<file path="src/rtl/mouse_pos_ctl.sv">
// mouse_pos_ctl: frame-synchronous cursor position controller.
// Raw mouse samples arrive on a valid/ready handshake and are clamped to
// the visible area. The newest sample is held as pending and is copied to
// xpos/ypos only at the start of vertical blanking, so the cursor never
// tears mid-frame.
// Optional build macro MOUSE_MARKERS_EN: when defined, left-button clicks
// capture the committed x into two alternating measurement markers (A, B).
// When undefined, the marker outputs are tied to zero and left_btn is ignored.

module mouse_pos_ctl #(
    parameter logic [11:0] XMAX = 12'd1023,
    parameter logic [11:0] YMAX = 12'd767
) (
    input  logic        clk,
    input  logic        rst_n,
    input  logic        in_valid,
    output logic        in_ready,
    input  logic [11:0] xpos_in,
    input  logic [11:0] ypos_in,
    input  logic        left_btn,
    input  logic        vblnk,
    output logic [11:0] xpos,
    output logic [11:0] ypos,
    output logic        frame_upd,
    output logic [11:0] marker_a_x,
    output logic [11:0] marker_b_x,
    output logic [1:0]  marker_vld
);

    typedef enum logic [1:0] {
        IDLE    = 2'd0,
        PENDING = 2'd1,
        COMMIT  = 2'd2
    } state_t;

    state_t      state;
    state_t      state_nxt;
    logic        vblnk_q;
    logic        vb_rise;
    logic        accept;
    logic [11:0] pend_x;
    logic [11:0] pend_y;

    // The only cycle a sample cannot be taken is the one-cycle commit.
    assign in_ready = (state != COMMIT);
    assign accept   = in_valid & in_ready;
    assign vb_rise  = vblnk & ~vblnk_q;

    // State register.
    // NOTE: sequential state uses non-blocking assignments so every register
    // samples the pre-edge values of its neighbours, independent of block order.
    always_ff @(posedge clk or negedge rst_n) begin
        if (!rst_n) state <= IDLE;
        else        state <= state_nxt;
    end

    // Next-state decode; a blank rise only matters if a sample is waiting.
    // NOTE: the default assignment first keeps this block free of latches on
    // any path the case statement does not cover.
    always_comb begin
        state_nxt = state;
        case (state)
            IDLE:    if (accept)  state_nxt = PENDING;
            PENDING: if (vb_rise) state_nxt = COMMIT;
            COMMIT:               state_nxt = IDLE;
            default:              state_nxt = IDLE;
        endcase
    end

    // Pending sample: clamped at acceptance, newest sample always wins.
    always_ff @(posedge clk or negedge rst_n) begin
        if (!rst_n) begin
            pend_x <= '0;
            pend_y <= '0;
        end else if (accept) begin
            pend_x <= (xpos_in > XMAX) ? XMAX : xpos_in;
            pend_y <= (ypos_in > YMAX) ? YMAX : ypos_in;
        end
    end

    // Delayed vblnk for rise detection.
    always_ff @(posedge clk or negedge rst_n) begin
        if (!rst_n) vblnk_q <= 1'b0;
        else        vblnk_q <= vblnk;
    end

    // Committed position and its one-cycle update strobe.
    always_ff @(posedge clk or negedge rst_n) begin
        if (!rst_n) begin
            xpos      <= '0;
            ypos      <= '0;
            frame_upd <= 1'b0;
        end else begin
            frame_upd <= (state == COMMIT);
            if (state == COMMIT) begin
                xpos <= pend_x;
                ypos <= pend_y;
            end
        end
    end

`ifdef MOUSE_MARKERS_EN
    logic btn_q;
    logic click_q;
    logic sel;

    // Button edge detect; the click is registered so markers update on the
    // edge after the one that first samples the button high.
    always_ff @(posedge clk or negedge rst_n) begin
        if (!rst_n) begin
            btn_q   <= 1'b0;
            click_q <= 1'b0;
        end else begin
            btn_q   <= left_btn;
            click_q <= left_btn & ~btn_q;
        end
    end

    // Alternating marker capture of the registered (pre-commit) xpos.
    always_ff @(posedge clk or negedge rst_n) begin
        if (!rst_n) begin
            sel        <= 1'b0;
            marker_a_x <= '0;
            marker_b_x <= '0;
            marker_vld <= 2'b00;
        end else if (click_q) begin
            sel <= ~sel;
            if (!sel) begin
                marker_a_x    <= xpos;
                marker_vld[0] <= 1'b1;
            end else begin
                marker_b_x    <= xpos;
                marker_vld[1] <= 1'b1;
            end
        end
    end
`else
    logic unused_left_btn;

    assign unused_left_btn = left_btn;
    assign marker_a_x      = '0;
    assign marker_b_x      = '0;
    assign marker_vld      = 2'b00;
`endif

endmodule
</file>
<file path="config.mk">
export PLATFORM = sky130hd
export DESIGN_NAME = mouse_pos_ctl
export DESIGN_NICKNAME = d
export VERILOG_FILES = /design/src/rtl/mouse_pos_ctl.sv
export SDC_FILE = /design/constraint.sdc
export NUM_CORES = 1
export LEC_CHECK = 0
export CAP_MARGIN = 20
export CORE_UTILIZATION = 60
export CTS_CLUSTER_DIAMETER = 40
export DETAILED_ROUTE_END_ITERATION = 6
export DONT_BUFFER_PORTS = 1
export MAX_ROUTING_LAYER = met4
export PLACE_DENSITY = 0.75
export SYNTH_ARGS = -nofsm -noshare
export SYNTH_HDL_FRONTEND = slang
export SYNTH_SLANG_ARGS = --single-unit
</file>
<file path="constraint.sdc">
create_clock -name clk -period 2 [get_ports clk]
set_clock_uncertainty 0.2 [all_clocks]
set_input_delay 0.1 -clock clk [delete_from_list [all_inputs] [get_ports clk]]
set_output_delay 0.1 -clock clk [all_outputs]
set_load 0.1 [all_outputs]
</file>
==> qor.csv <==
stage,metric,value,unit
synthesis,Post-synth EDFFs,0,
final_layout,Layout fillers,235,
setup_path,worst-path maximum fanout,17,
setup_path,Crit. End Element,output port,
final_layout,layout cells sized above 1,0.268,
synthesis,Synthesis Warnings,0,
sta,fmax,542,MHz
grt,Congestion Overflow GR,0,
clock_network,post-CTS sizing,0,
setup_path,RR Endpoint,ypos[6],
clock_network,Num CTS Buffers,5,
clock_network,clock sink total,52,
route,1st-iter DRT viols,82,
grt,Total GRT Usage,0.245,
grt,largest net degree at the start of global routing,53,
route,wl on met1,1.67,mm
die,Die Wd,63.2,µm
setup_path,WP data required,1.70,ns
sta,final setup fails,0,
place,Port Buf Inserts,0,
setup_path,reg2reg path depth,3,
synthesis,most common flop cell mapped by yosys,dfrtp_1,
final_layout,area of the multi-input gates,744,µm²
pwr,Leakage,1.20,nW
clock_network,hold buffer count at CTS,25,
pwr,PwrDens,1550,nW/µm²
setup_path,Critical R2R Launch,state[0],
die,row count,21,
final_layout,fin nets,267,
route,drt total wl,4.26,mm
sta,max-slew violations,0,
grt,antenna violations before repair,0,
die,die height,63.2,µm
clock_network,CTS tree,done,
route,WL/cell,14.9,µm
route,DR top layer,met4,
die,core region area,3470,µm²
synthesis,asr flop ratio synth,1.00,
synthesis,Syn Inst Count,188,
final_layout,Layout area overhead,20.1,%
route,DRC viols,0,
sta,Tcrit/Tclk final,0.923,
clock_network,buffer count from post-CTS setup fixing,0,
status,outcome,finished clean,
route,drt pass-1 iters,5,
worst_hold_path,WHS Endpoint,pend_x[7],
clock_network,H-tree depth,2,
synthesis,Synth Area in XOR/XNOR,0,
worst_hold_path,worst hold stages,3,
worst_hold_path,Hold/Removal Path Class,in -> reg,
place,Routability Congestion,0.689,
grt,first-pass GRT wire length,7.00,mm
sta,worst slew pin tran,0.840,ns
final_layout,Reg area,1300,µm²
route,WL met2,2.28,mm
pwr,Max IR drop VDD,0.00123,V
synthesis,number of synthesized register bits,52,
clock_network,clk slew on worst S/H paths,0.09,ns
synthesis,combinational family with the most area after synthesis,buffers and inverters,
place,post-detail-place hpwl,2.76,mm
die,Starting Density,0.648,
synthesis,Synth Area in Simple Gates,0.0657,
grt,vias in the first global route,1480,
die,Top Ports,81,
route,met3 wire len,241,µm
clock_network,CTS Buffer Depth,2,
sta,relative slew slack,0.438,
worst_hold_path,hold_sp,xpos_in[10],
route,via count,1452,
synthesis,"Seq/Total Area, Yosys",0.579,
route,Antenna Violating Nets Remaining,0,
sta,final setup TNS,0,ns
synthesis,compound-gate portion of the synthesized area,0.0968,
setup_path,critical path type,reg -> out,
route,drt via density,5.09,
sta,RSZ-0062 raised after global routing,no,
final_layout,n_diodes,0,
job,Max-Cap Viols,0,
clock_network,clk_lat worst skew,0.31,ns
synthesis,Netlist Area Pre-Place,2250,µm²
clock_network,clock root buffer master,clkbuf_8,
place,Placed Area,2340,µm²
setup_path,"Arr. time, crit path",1.55,ns
final_layout,post-route cell area,2700,µm²
die,DIE AREA,4000,µm²
setup_path,crit start category,register,
setup_path,"reg-to-reg slack, setup",0.39,ns
synthesis,Syn Area/Cell,12.0,µm²
synthesis,adder-cell share of the synthesized area,0,
sta,Final Critical Period,1.85,ns
sta,"Hold Vio Cnt, Final",0,
synthesis,Yosys cell types,23,
synthesis,post-synthesis mux area share,0.125,
-- metrics by stage --
stage	util	hold slack [ns]	setup slack (ns)	cells	power, mW
global route	0.778	0.0262	0.0570	285	4.32
detailed placement	0.675	-0.394	0.403	252	3.53
CTS	0.778	0.0149	0.159	285	4.20
finish	0.778	0.0186	0.155	285	4.18
floorplan	-	-0.396	0.540	213	3.21
global placement	0.675	-0.394	0.455	252	3.50
-- routing by layer --
layer	vias to the layer above	GRT usage
met4	0	0.0597
met5	-	-
met2	66	0.415
met1	701	0.286
li1	678	-
met3	7	0.0725
-- cell type report --
class                      instances  share of cell area
inverter                           3             0.00417
timing repair buffer              55               0.183
multi-input combinational        121               0.276
clock buffer                       5              0.0255
clock inverter                     3             0.00880
tap                               46              0.0213
sequential                        52               0.482
-- cell usage after synthesis, types with 2 or more instances --
master,number,area (µm²)
clkbuf_1,2,7.51
a21oi_1,38,190
mux2_2,17,191
nor2b_1,4,25.0
buf_4,29,218
inv_1,3,11.3
dfrtp_1,52,1300
nor2_1,19,71.3
mux2_4,6,90.1
buf_6,5,56.3
-- flip-flops by register name, summed over array words and instances, names as in the netlist --
name,count
xpos,12
state,2
pend_y,12
vblnk_q,1
frame_upd,1
pend_x,12
ypos,12
-- cells by family after synthesis --
logic type	after synthesis
AO/OA/AOI/OAI	42
buffers and inverters	40
flip-flops	52
multiplexers	23
other	1
AND/OR/NAND/NOR	30
-- worst max-delay path, stage by stage (launching register included) --
cell and delay, ns:
dfrtp_1 0.40, nand2b_4 0.25, buf_4 0.27, buf_4 0.33
-- power breakdown --
part,switching [mW],internal (mW),total [mW]
Sequential,0.121,1.26,1.38
Clock,0.347,0.248,0.595
Combinational,1.76,0.442,2.21
-- worst max-delay path by stage --
stage / start / end / depth (start not counted)
2_1_floorplan: xpos[0] / xpos[0] / 1
3_3_place_gp: state[0] / ypos[6] / 3
3_5_place_dp: state[0] / ypos[6] / 3
4_1_cts: state[0] / in_ready / 3
5_1_grt: state[0] / in_ready / 3
6_report: state[0] / in_ready / 3
-- placed cells by master, fill, tap and decap left out, types with 2 or more instances in the layout --
master         Yosys  final
clkinvlp_4         0      2
conb_1             1     26
dlygate4sd3_1      0     24
dfrtp_1           52     52
clkbuf_8           0      5
inv_1              3      3
mux2_2            17     17
buf_4             29     30
nor2b_1            4      4
mux2_4             6      6
a21oi_1           38     38
nor2_1            19     19
Power figures use the tool's default switching activity.
